==> src/rtl/q_conv_pkg.sv <==
// Shared definitions for the quotient digit-register and on-the-fly conversion stages:
// FSM state type, default datapath widths and the chunk-counter width helper.
package q_conv_pkg;

    localparam int UNROLLING_DEF = 64;
    localparam int CHUNK_DEF     = 8;

    typedef enum logic [1:0] {
        IDLE = 2'd0,
        CONV = 2'd1,
        DONE = 2'd2
    } conv_state_e;

    // Width of a counter that indexes nchunk chunks; never narrower than one bit.
    function automatic int cnt_width(input int nchunk);
        if (nchunk > 1) begin
            return $clog2(nchunk);
        end else begin
            return 1;
        end
    endfunction

endpackage

==> src/rtl/q_chunk_sub.sv <==
// One CHUNK-wide subtract-with-borrow slice: {b_out, diff} = a - b - b_in.
module q_chunk_sub #(
    parameter int W = 8
) (
    input  logic [W-1:0] a,
    input  logic [W-1:0] b,
    input  logic         b_in,
    output logic [W-1:0] diff,
    output logic         b_out
);

    // The extra MSB of the widened difference is the outgoing borrow.
    assign {b_out, diff} = {1'b0, a} - {1'b0, b} - {{W{1'b0}}, b_in};

endmodule

==> src/rtl/q_otf_convert.sv <==
// Converts a redundant (q_plus, q_minus) digit pair into a two's-complement quotient,
// one CHUNK per clock, LSB first. Optional q_zero output under Q_OTF_ZERO_DETECT_EN.
module q_otf_convert
    import q_conv_pkg::*;
#(
    parameter int UNROLLING = UNROLLING_DEF,
    parameter int CHUNK     = CHUNK_DEF
) (
    input  logic                 clk,
    input  logic                 asyn_reset_n,
    input  logic                 in_valid,
    output logic                 in_ready,
    input  logic [UNROLLING-1:0] q_plus,
    input  logic [UNROLLING-1:0] q_minus,
    output logic                 out_valid,
    input  logic                 out_ready,
    output logic [UNROLLING-1:0] q_conv,
    output logic                 q_sign,
    output logic                 busy
`ifdef Q_OTF_ZERO_DETECT_EN
    ,
    output logic                 q_zero
`endif
);

    localparam int NCHUNK = UNROLLING / CHUNK;
    localparam int CW     = cnt_width(NCHUNK);
    localparam logic [CW-1:0] LAST_CNT = CW'(NCHUNK - 1);

    if ((UNROLLING % CHUNK) != 0) begin : g_chunk_check
        $error("q_otf_convert: UNROLLING must be a multiple of CHUNK");
    end

    conv_state_e                  state_r;
    conv_state_e                  state_nxt_s;
    logic [CW-1:0]                cnt_r;
    logic                         borrow_r;
    logic [NCHUNK-1:0][CHUNK-1:0] plus_r;
    logic [NCHUNK-1:0][CHUNK-1:0] minus_r;
    logic [NCHUNK-1:0][CHUNK-1:0] result_r;
    logic                         q_sign_r;
    logic                         out_valid_r;
    logic [CHUNK-1:0]             diff_s;
    logic                         b_out_s;
    logic                         load_s;
    logic                         step_s;
    logic                         last_s;
    logic                         release_s;
    logic                         in_ready_s;

    // Single subtractor slice, steered to the current chunk by the counter.
    q_chunk_sub #(
        .W(CHUNK)
    ) u_sub (
        .a     (plus_r[cnt_r]),
        .b     (minus_r[cnt_r]),
        .b_in  (borrow_r),
        .diff  (diff_s),
        .b_out (b_out_s)
    );

    // Next-state and control decode for the IDLE/CONV/DONE sequencer.
    always_comb begin
        state_nxt_s = state_r;
        in_ready_s  = 1'b0;
        load_s      = 1'b0;
        step_s      = 1'b0;
        last_s      = 1'b0;
        release_s   = 1'b0;
        case (state_r)
            IDLE: begin
                in_ready_s = 1'b1;
                if (in_valid) begin
                    load_s      = 1'b1;
                    state_nxt_s = CONV;
                end else begin
                    state_nxt_s = IDLE;
                end
            end
            CONV: begin
                step_s = 1'b1;
                if (cnt_r == LAST_CNT) begin
                    last_s      = 1'b1;
                    state_nxt_s = DONE;
                end else begin
                    state_nxt_s = CONV;
                end
            end
            DONE: begin
                // Downstream acceptance frees the slot in the same cycle (zero-bubble chaining).
                in_ready_s = out_ready;
                if (out_ready) begin
                    release_s = 1'b1;
                    if (in_valid) begin
                        load_s      = 1'b1;
                        state_nxt_s = CONV;
                    end else begin
                        state_nxt_s = IDLE;
                    end
                end else begin
                    state_nxt_s = DONE;
                end
            end
            default: begin
                state_nxt_s = IDLE;
            end
        endcase
    end

    // FSM state register.
    always_ff @(posedge clk or negedge asyn_reset_n) begin
        if (!asyn_reset_n) begin
            state_r <= IDLE;
        end else begin
            state_r <= state_nxt_s;
        end
    end

    // Operand capture, per-chunk result write and borrow/counter update.
    always_ff @(posedge clk or negedge asyn_reset_n) begin
        if (!asyn_reset_n) begin
            plus_r   <= {UNROLLING{1'b0}};
            minus_r  <= {UNROLLING{1'b0}};
            result_r <= {UNROLLING{1'b0}};
            cnt_r    <= {CW{1'b0}};
            borrow_r <= 1'b0;
        end else if (load_s) begin
            plus_r   <= q_plus;
            minus_r  <= q_minus;
            cnt_r    <= {CW{1'b0}};
            borrow_r <= 1'b0;
        end else if (step_s) begin
            result_r[cnt_r] <= diff_s;
            borrow_r        <= b_out_s;
            cnt_r           <= cnt_r + CW'(1);
        end else begin
            borrow_r <= borrow_r;
        end
    end

    // Result handshake flags: sign and valid settle on the final chunk, valid drops on acceptance.
    always_ff @(posedge clk or negedge asyn_reset_n) begin
        if (!asyn_reset_n) begin
            q_sign_r    <= 1'b0;
            out_valid_r <= 1'b0;
        end else if (last_s) begin
            q_sign_r    <= b_out_s;
            out_valid_r <= 1'b1;
        end else if (release_s) begin
            out_valid_r <= 1'b0;
        end else begin
            out_valid_r <= out_valid_r;
        end
    end

`ifdef Q_OTF_ZERO_DETECT_EN
    logic nz_r;
    logic q_zero_r;

    // Sticky non-zero accumulator per chunk; the final borrow is folded in on the last chunk.
    always_ff @(posedge clk or negedge asyn_reset_n) begin
        if (!asyn_reset_n) begin
            nz_r     <= 1'b0;
            q_zero_r <= 1'b0;
        end else if (load_s) begin
            nz_r <= 1'b0;
        end else if (step_s) begin
            nz_r <= nz_r | (|diff_s);
            if (last_s) begin
                q_zero_r <= ~(nz_r | (|diff_s) | b_out_s);
            end else begin
                q_zero_r <= q_zero_r;
            end
        end else begin
            nz_r <= nz_r;
        end
    end

    assign q_zero = q_zero_r;
`endif

    assign in_ready  = in_ready_s;
    assign busy      = (state_r == CONV);
    assign q_conv    = result_r;
    assign q_sign    = q_sign_r;
    assign out_valid = out_valid_r;

endmodule

==> config.mk <==
export PLATFORM = sky130hd
export DESIGN_NAME = q_otf_convert
export DESIGN_NICKNAME = d
export VERILOG_FILES = /design/src/rtl/q_conv_pkg.sv /design/src/rtl/q_chunk_sub.sv /design/src/rtl/q_otf_convert.sv
export SDC_FILE = /design/constraint.sdc
export NUM_CORES = 1
export LEC_CHECK = 0
export BUFFER_PORTS_ARGS = -buffer_cell sky130_fd_sc_hd__buf_2
export CAP_MARGIN = 20
export CORE_MARGIN = 2
export CORE_UTILIZATION = 45
export CTS_CLUSTER_SIZE = 16
export DETAILED_ROUTE_END_ITERATION = 8
export GPL_TIMING_DRIVEN = 0
export PLACE_DENSITY = 0.71
export SYNTH_ARGS = -nofsm -noshare
export SYNTH_HDL_FRONTEND = slang
export SYNTH_SLANG_ARGS = --single-unit
==> constraint.sdc <==
create_clock -name clk -period 7.2 [get_ports clk]
set_input_delay 0.36 -clock clk [delete_from_list [all_inputs] [get_ports clk]]
set_output_delay 0.36 -clock clk [all_outputs]
set_load 0.005 [all_outputs]
* Word-level counts from Yosys, hierarchy flattened *
Cells that the tools add are included.

cells by class
  add/sub/neg operators = 3
  magnitude comparators = 2
  eq/ne operators = 3
  multiplexer cells = 26
  bitwise operators = 1
  reductions and logical operators = 5

operators with widths
  operator             count
  $bwmux 64            1
  $bmux 8 s3           2
  $demux 8 s3          1
  $mux 8               3
  $mux 1               12
  $sub 8x8->9          1
  $sub 9x1->9          1
  $mux 3               2
  $pmux 2 s3           1
  $lt 3x4->1 const B   1
  $mux 2               2
  $pmux 1 s2           2
  $reduce_bool 2->1    2
  $add 3x1->3 const B  1
  $eq 3x3->1 const B   1
  $ge 3x1->1 const B   1
  $eq 2x1->1 const B   1
  $eq 2x2->1 const B   1
  $logic_not 2->1      1
  $reduce_and 2->1     1
  $logic_and 1x1->1    1
  $not 1->1            1

storage, ports and cells
  register bits = 200
  input bits = 132
  output and inout bits = 68
  word-level logic and storage cells = 69

* Depth between registers and ports, before layout *
  word-level depth = 6
  gate-level depth with buffers = 17
  mapped depth without buffers = 14

* Modules after synthesis *
A second synthesis with hierarchy kept.

unflattened totals
  cell total of the unflattened synthesis = 582
  area total of the unflattened synthesis = 9028.7 sq um

by module, submodules not included
  module         instances  cells each  area an instance (sq um)  sequential area each (sq um)
  q_otf_convert  1          506         8474.4                    5004.8
  q_chunk_sub    1          76          554.3                     0.0

* Least setup slack after synthesis *
Ideal clock, no wire load.

  kind = flip-flop to flip-flop
  start point = register cnt_r[1]
  end point = register result_r (netlist bit q_conv[15])
  setup time = 66 ps
  data arrival time = 3426 ps
  required time = 7134 ps
  path slack = 3708 ps
  cell stages (with the launch flop) = 17
  buffers on the path = 3
  clock period less this slack = 3492 ps
  cell sequence = dfrtp_1 buf_4 buf_2 buf_2 mux2i_1 nor2_1 a21oi_1 nor2_1 a221o_1 ha_1 inv_1 ha_1 and3_1 a22oi_1 o31ai_4 a311oi_4 mux2_2

between the ends
  cells in the longest elaborated chain, start to end = 5
  elaborated cells on any way between the ends = 12
  classes of those cells = 2 x add/sub; 2 x order compare; 7 x mux; 1 x reduce/logical

ends and longest elaborated chain
  what                                                        RTL line                                 text
  from (decl)                                                 q_otf_convert.sv:36                      logic [CW-1:0] cnt_r;
  from (signal assigned)                                      q_otf_convert.sv:125                     cnt_r <= {CW{1'b0}};
  from (signal assigned)                                      q_otf_convert.sv:130                     cnt_r <= {CW{1'b0}};
  from (signal assigned)                                      q_otf_convert.sv:135                     cnt_r <= cnt_r + CW'(1);
  $bmux 8 s3, or another cell as far along                    q_otf_convert.sv:55                      .a (plus_r[cnt_r]),
  $mux 8 (implied by the code), or another cell as far along  q_otf_convert.sv:55
  $sub 8x8->9 or $mux 8 (tied branches)                       q_chunk_sub.sv:13, q_otf_convert.sv:133
  $sub 9x1->9 or $demux 8 s3 (tied branches)                  q_chunk_sub.sv:13, q_otf_convert.sv:133
  $bwmux 64 *                                                 q_otf_convert.sv:133                     result_r[cnt_r] <= diff_s;
  to (signal assigned)                                        q_otf_convert.sv:124                     result_r <= {UNROLLING{1'b0}};
  to (signal, indexed assignment)                             q_otf_convert.sv:133
  to (decl)                                                   q_otf_convert.sv:40                      logic [NCHUNK-1:0][CHUNK-1:0] result_r;

Mark *: on every way between the ends. The rest lies on a longest branch, timed or not. The select of a mux whose other input is x is not followed.
A chain may end at the register's enable or synchronous reset.

* Final worst setup path *
  start point = register cnt_r[2]
  end point = register result_r (netlist bit q_conv[22])

The elaborated chain is that of the path after synthesis.

==> results.json <==
{
  "synth_enable_flop_cells": 0,
  "die_h_microns": 144.2,
  "status": "finished, final reports clean",
  "dpl.hpwl_microns": 16390,
  "nets": 1051,
  "grt_usage_pct": 22.51,
  "drt_iter0_drc": 326,
  "htreeDepth": 4,
  "die_area_sq_um": 20800,
  "clock_sinks": 200,
  "rsz0062_at_grt": "no",
  "setup_tns_ns": 0,
  "syn_to_final_growth_pct": 21.83,
  "drtAntennaViolNets": 0,
  "grt_max_degree": 116,
  "synth_mux_area_share_pct": 23.65,
  "root_buffer": "clkbuf_16",
  "arrival_ns": 4.94,
  "yosys.area.top_type_share_pct": 56.55,
  "cts.clk_slew.worst_paths_ns": 0.07,
  "setup_violations": 0,
  "synth.distinct_cells": 43,
  "synthTopCellsByArea": "dfrtp_1 (57%), mux2_2 (20%), o21ai_0 (3.1%), nand2_1 (2.8%), mux4_2 (2.0%)",
  "route.detailed.drc": 0,
  "drive_above_1_share_pct": 46.51,
  "clockBufferDepth": 2,
  "ys_warn_count": 0,
  "syn_area_sq_um": 8850,
  "viasPerCell": 5.264,
  "grt_pass1_wl_microns": 34660,
  "cts_tree": "done",
  "cts_buffers": 17,
  "cp_max_fo": 10,
  "slew_headroom_pct": 43.30,
  "place_congestion": 0.7899,
  "hold_violations": 0,
  "grt_overflow": 0,
  "cap_violations": 0,
  "avgSynthCellArea_sq_um": 12.96,
  "clock_skew_ns": 0.009516,
  "synth_xor_xnor_area_share_pct": 0.7635,
  "clkLatencyLatePin_ns": 0.43,
  "antenna_found_initial": 4,
  "synthAdderAreaFrac_pct": 2.432,
  "netlist_instances": 683,
  "post-route-period-util_pct": 64.76,
  "start_util_pct": 45.62,
  "ys_seq_area_share_pct": 56.55,
  "yosysMostFrequentCell": "dfrtp_1",
  "synthTopCellsByCount": "dfrtp_1 (200), mux2_2 (161), nand2_1 (67)",
  "vias": 6222,
  "synth_top_family_by_area": "multiplexers",
  "post-route-min-period_ns": 4.663,
  "start_kind": "register",
  "yosys.area_share.simple_pct": 4.977,
  "cp-end-kind": "register",
  "fmax_mhz": 214.5,
  "die_w_microns": 144.2,
  "rows": 51,
  "ios": 200,
  "io_buffers": 199,
  "core_area_sq_um": 19400,
  "drt_pass1_iterations": 5,
  "synth_fp_nets": 831,
  "first_global_vias": 6200,
  "worst_slew_pin_slew_ns": 0.8445,
  "final_max_slew_viol_count": 0,
  "ys_async_sr_fraction_pct": 100.0,
  "wl_microns": 22580,
  "synth_compound_area_share_pct": 8.851,
  "worstHoldPathType": "in2reg",
  "critical_path_class": "reg2reg",
  "wl_per_cell_microns": 19.11,
  "yosysTopAreaCell": "dfrtp_1",
  "ys.flop_type": "dfrtp_1",
  "required_ns": 7.47,
  "synth-seq-cells": 200
}
final cells by class:
cell class              count  area (sq um)
diodes                      1         2.502
clock inverters            12         107.6
inverters                  18         67.56
clock buffers              20         446.7
plain buffers              39         177.7
multi-input cells         426          3600
flip-flops and latches    200          5005
well taps                 265         331.6
fillers                  1703          8617
repair buffers            201          1044
cell families after synthesis:
group,count (synthesis)
mux,179
simple gates,104
buf+inv,57
compound gates,121
flops,200
xor+xnor,6
fa+ha+maj,16
final timing paths:
kind | startpoint | endpoint | slack, ns | depth (start not counted)
setup / recovery | cnt_r[2] | q_conv[22] | 2.54 | 13
hold reg to reg | q_conv[53] | q_conv[53] | 0.47 | 2
min in group asynchronous | asyn_reset_n | q_conv[31] | 0.50 | 2
hold / removal | out_ready | state_r[1] | 0.14 | 2
max in group asynchronous | asyn_reset_n | minus_r[38] | 5.71 | 3
setup reg to reg | cnt_r[2] | q_conv[22] | 2.54 | 13
cells in the final DEF (no fill, tap or decap), types with 2 or more instances in the layout:
cell and instances:
inv_6 4, nor2_1 14, inv_1 18, nand2b_1 2, clkinv_4 4, xnor2_1 3
nand3_1 6, a22o_1 3, inv_8 2, mux4_2 8, clkinvlp_4 2, fa_1 2
a211oi_1 2, a221o_1 2, nand2_1 67, and3_1 4, a21oi_1 20, dfrtp_1 200
buf_2 214, mux2_2 161, o21ai_0 55, o31ai_1 2, and2_1 3, a22oi_1 11
clkbuf_1 22, mux2i_1 10, a221oi_1 14, o22ai_1 3, ha_1 14, clkbuf_16 17
nor2b_1 5, xor2_2 2
sequential cells by signal, indices dropped and copies added, names as in the netlist:
name	cells
borrow_r	1
cnt_r	3
minus_r	64
out_valid	1
plus_r	64
q_conv	64
q_sign	1
state_r	2
worst max-delay path: stages, from the launching register on:
cell and delay, ns:
dfrtp_1 0.49, clkbuf_1 0.49, buf_1 0.52, mux2_2 0.41, a21oi_1 0.28, fa_1 0.24, inv_1 0.07, fa_1 0.42
nand2b_1 0.16, a21oi_1 0.22, o21bai_1 0.12, a21oi_1 0.20, xor2_1 0.66, o21ai_0 0.21
per-layer routing:
metal	wire [microns]	GRT usage, %	vias to the layer above
met5	22	0	-
met4	374	6.592	4
met3	1714	6.093	31
met2	10210	35.24	235
met1	10270	30.99	3078
li1	-	-	2874
metrics by stage:
stage / setup slack [ns] / hold WS (ns) / util, % / cells / cell area (sq um)
3_5_place_dp: 2.582 / 0.4016 / 52.66 / 1148 / 10210
3_3_place_gp: 2.452 / 0.4550 / 52.46 / 1147 / 10180
4_1_cts: 2.552 / 0.1181 / 55.57 / 1181 / 10780
6_report: 2.537 / 0.1420 / 55.58 / 1182 / 10780
5_1_grt: 2.188 / 0.1284 / 55.58 / 1182 / 10780
2_1_floorplan: 3.708 / 0.06441 / - / 683 / 8850
timing repair:
| action | 4_1_cts | 5_1_grt |
|---|---|---|
| endpoints found under the hold margin | 85 | 0 |
| gates resized for setup | 0 | 0 |
| hold buffers | 1 | 0 |
| buffers inserted | 0 | 0 |
Power is not shown: default switching activity piles up to over one toggle a cycle in this logic, so the estimate is an artifact.
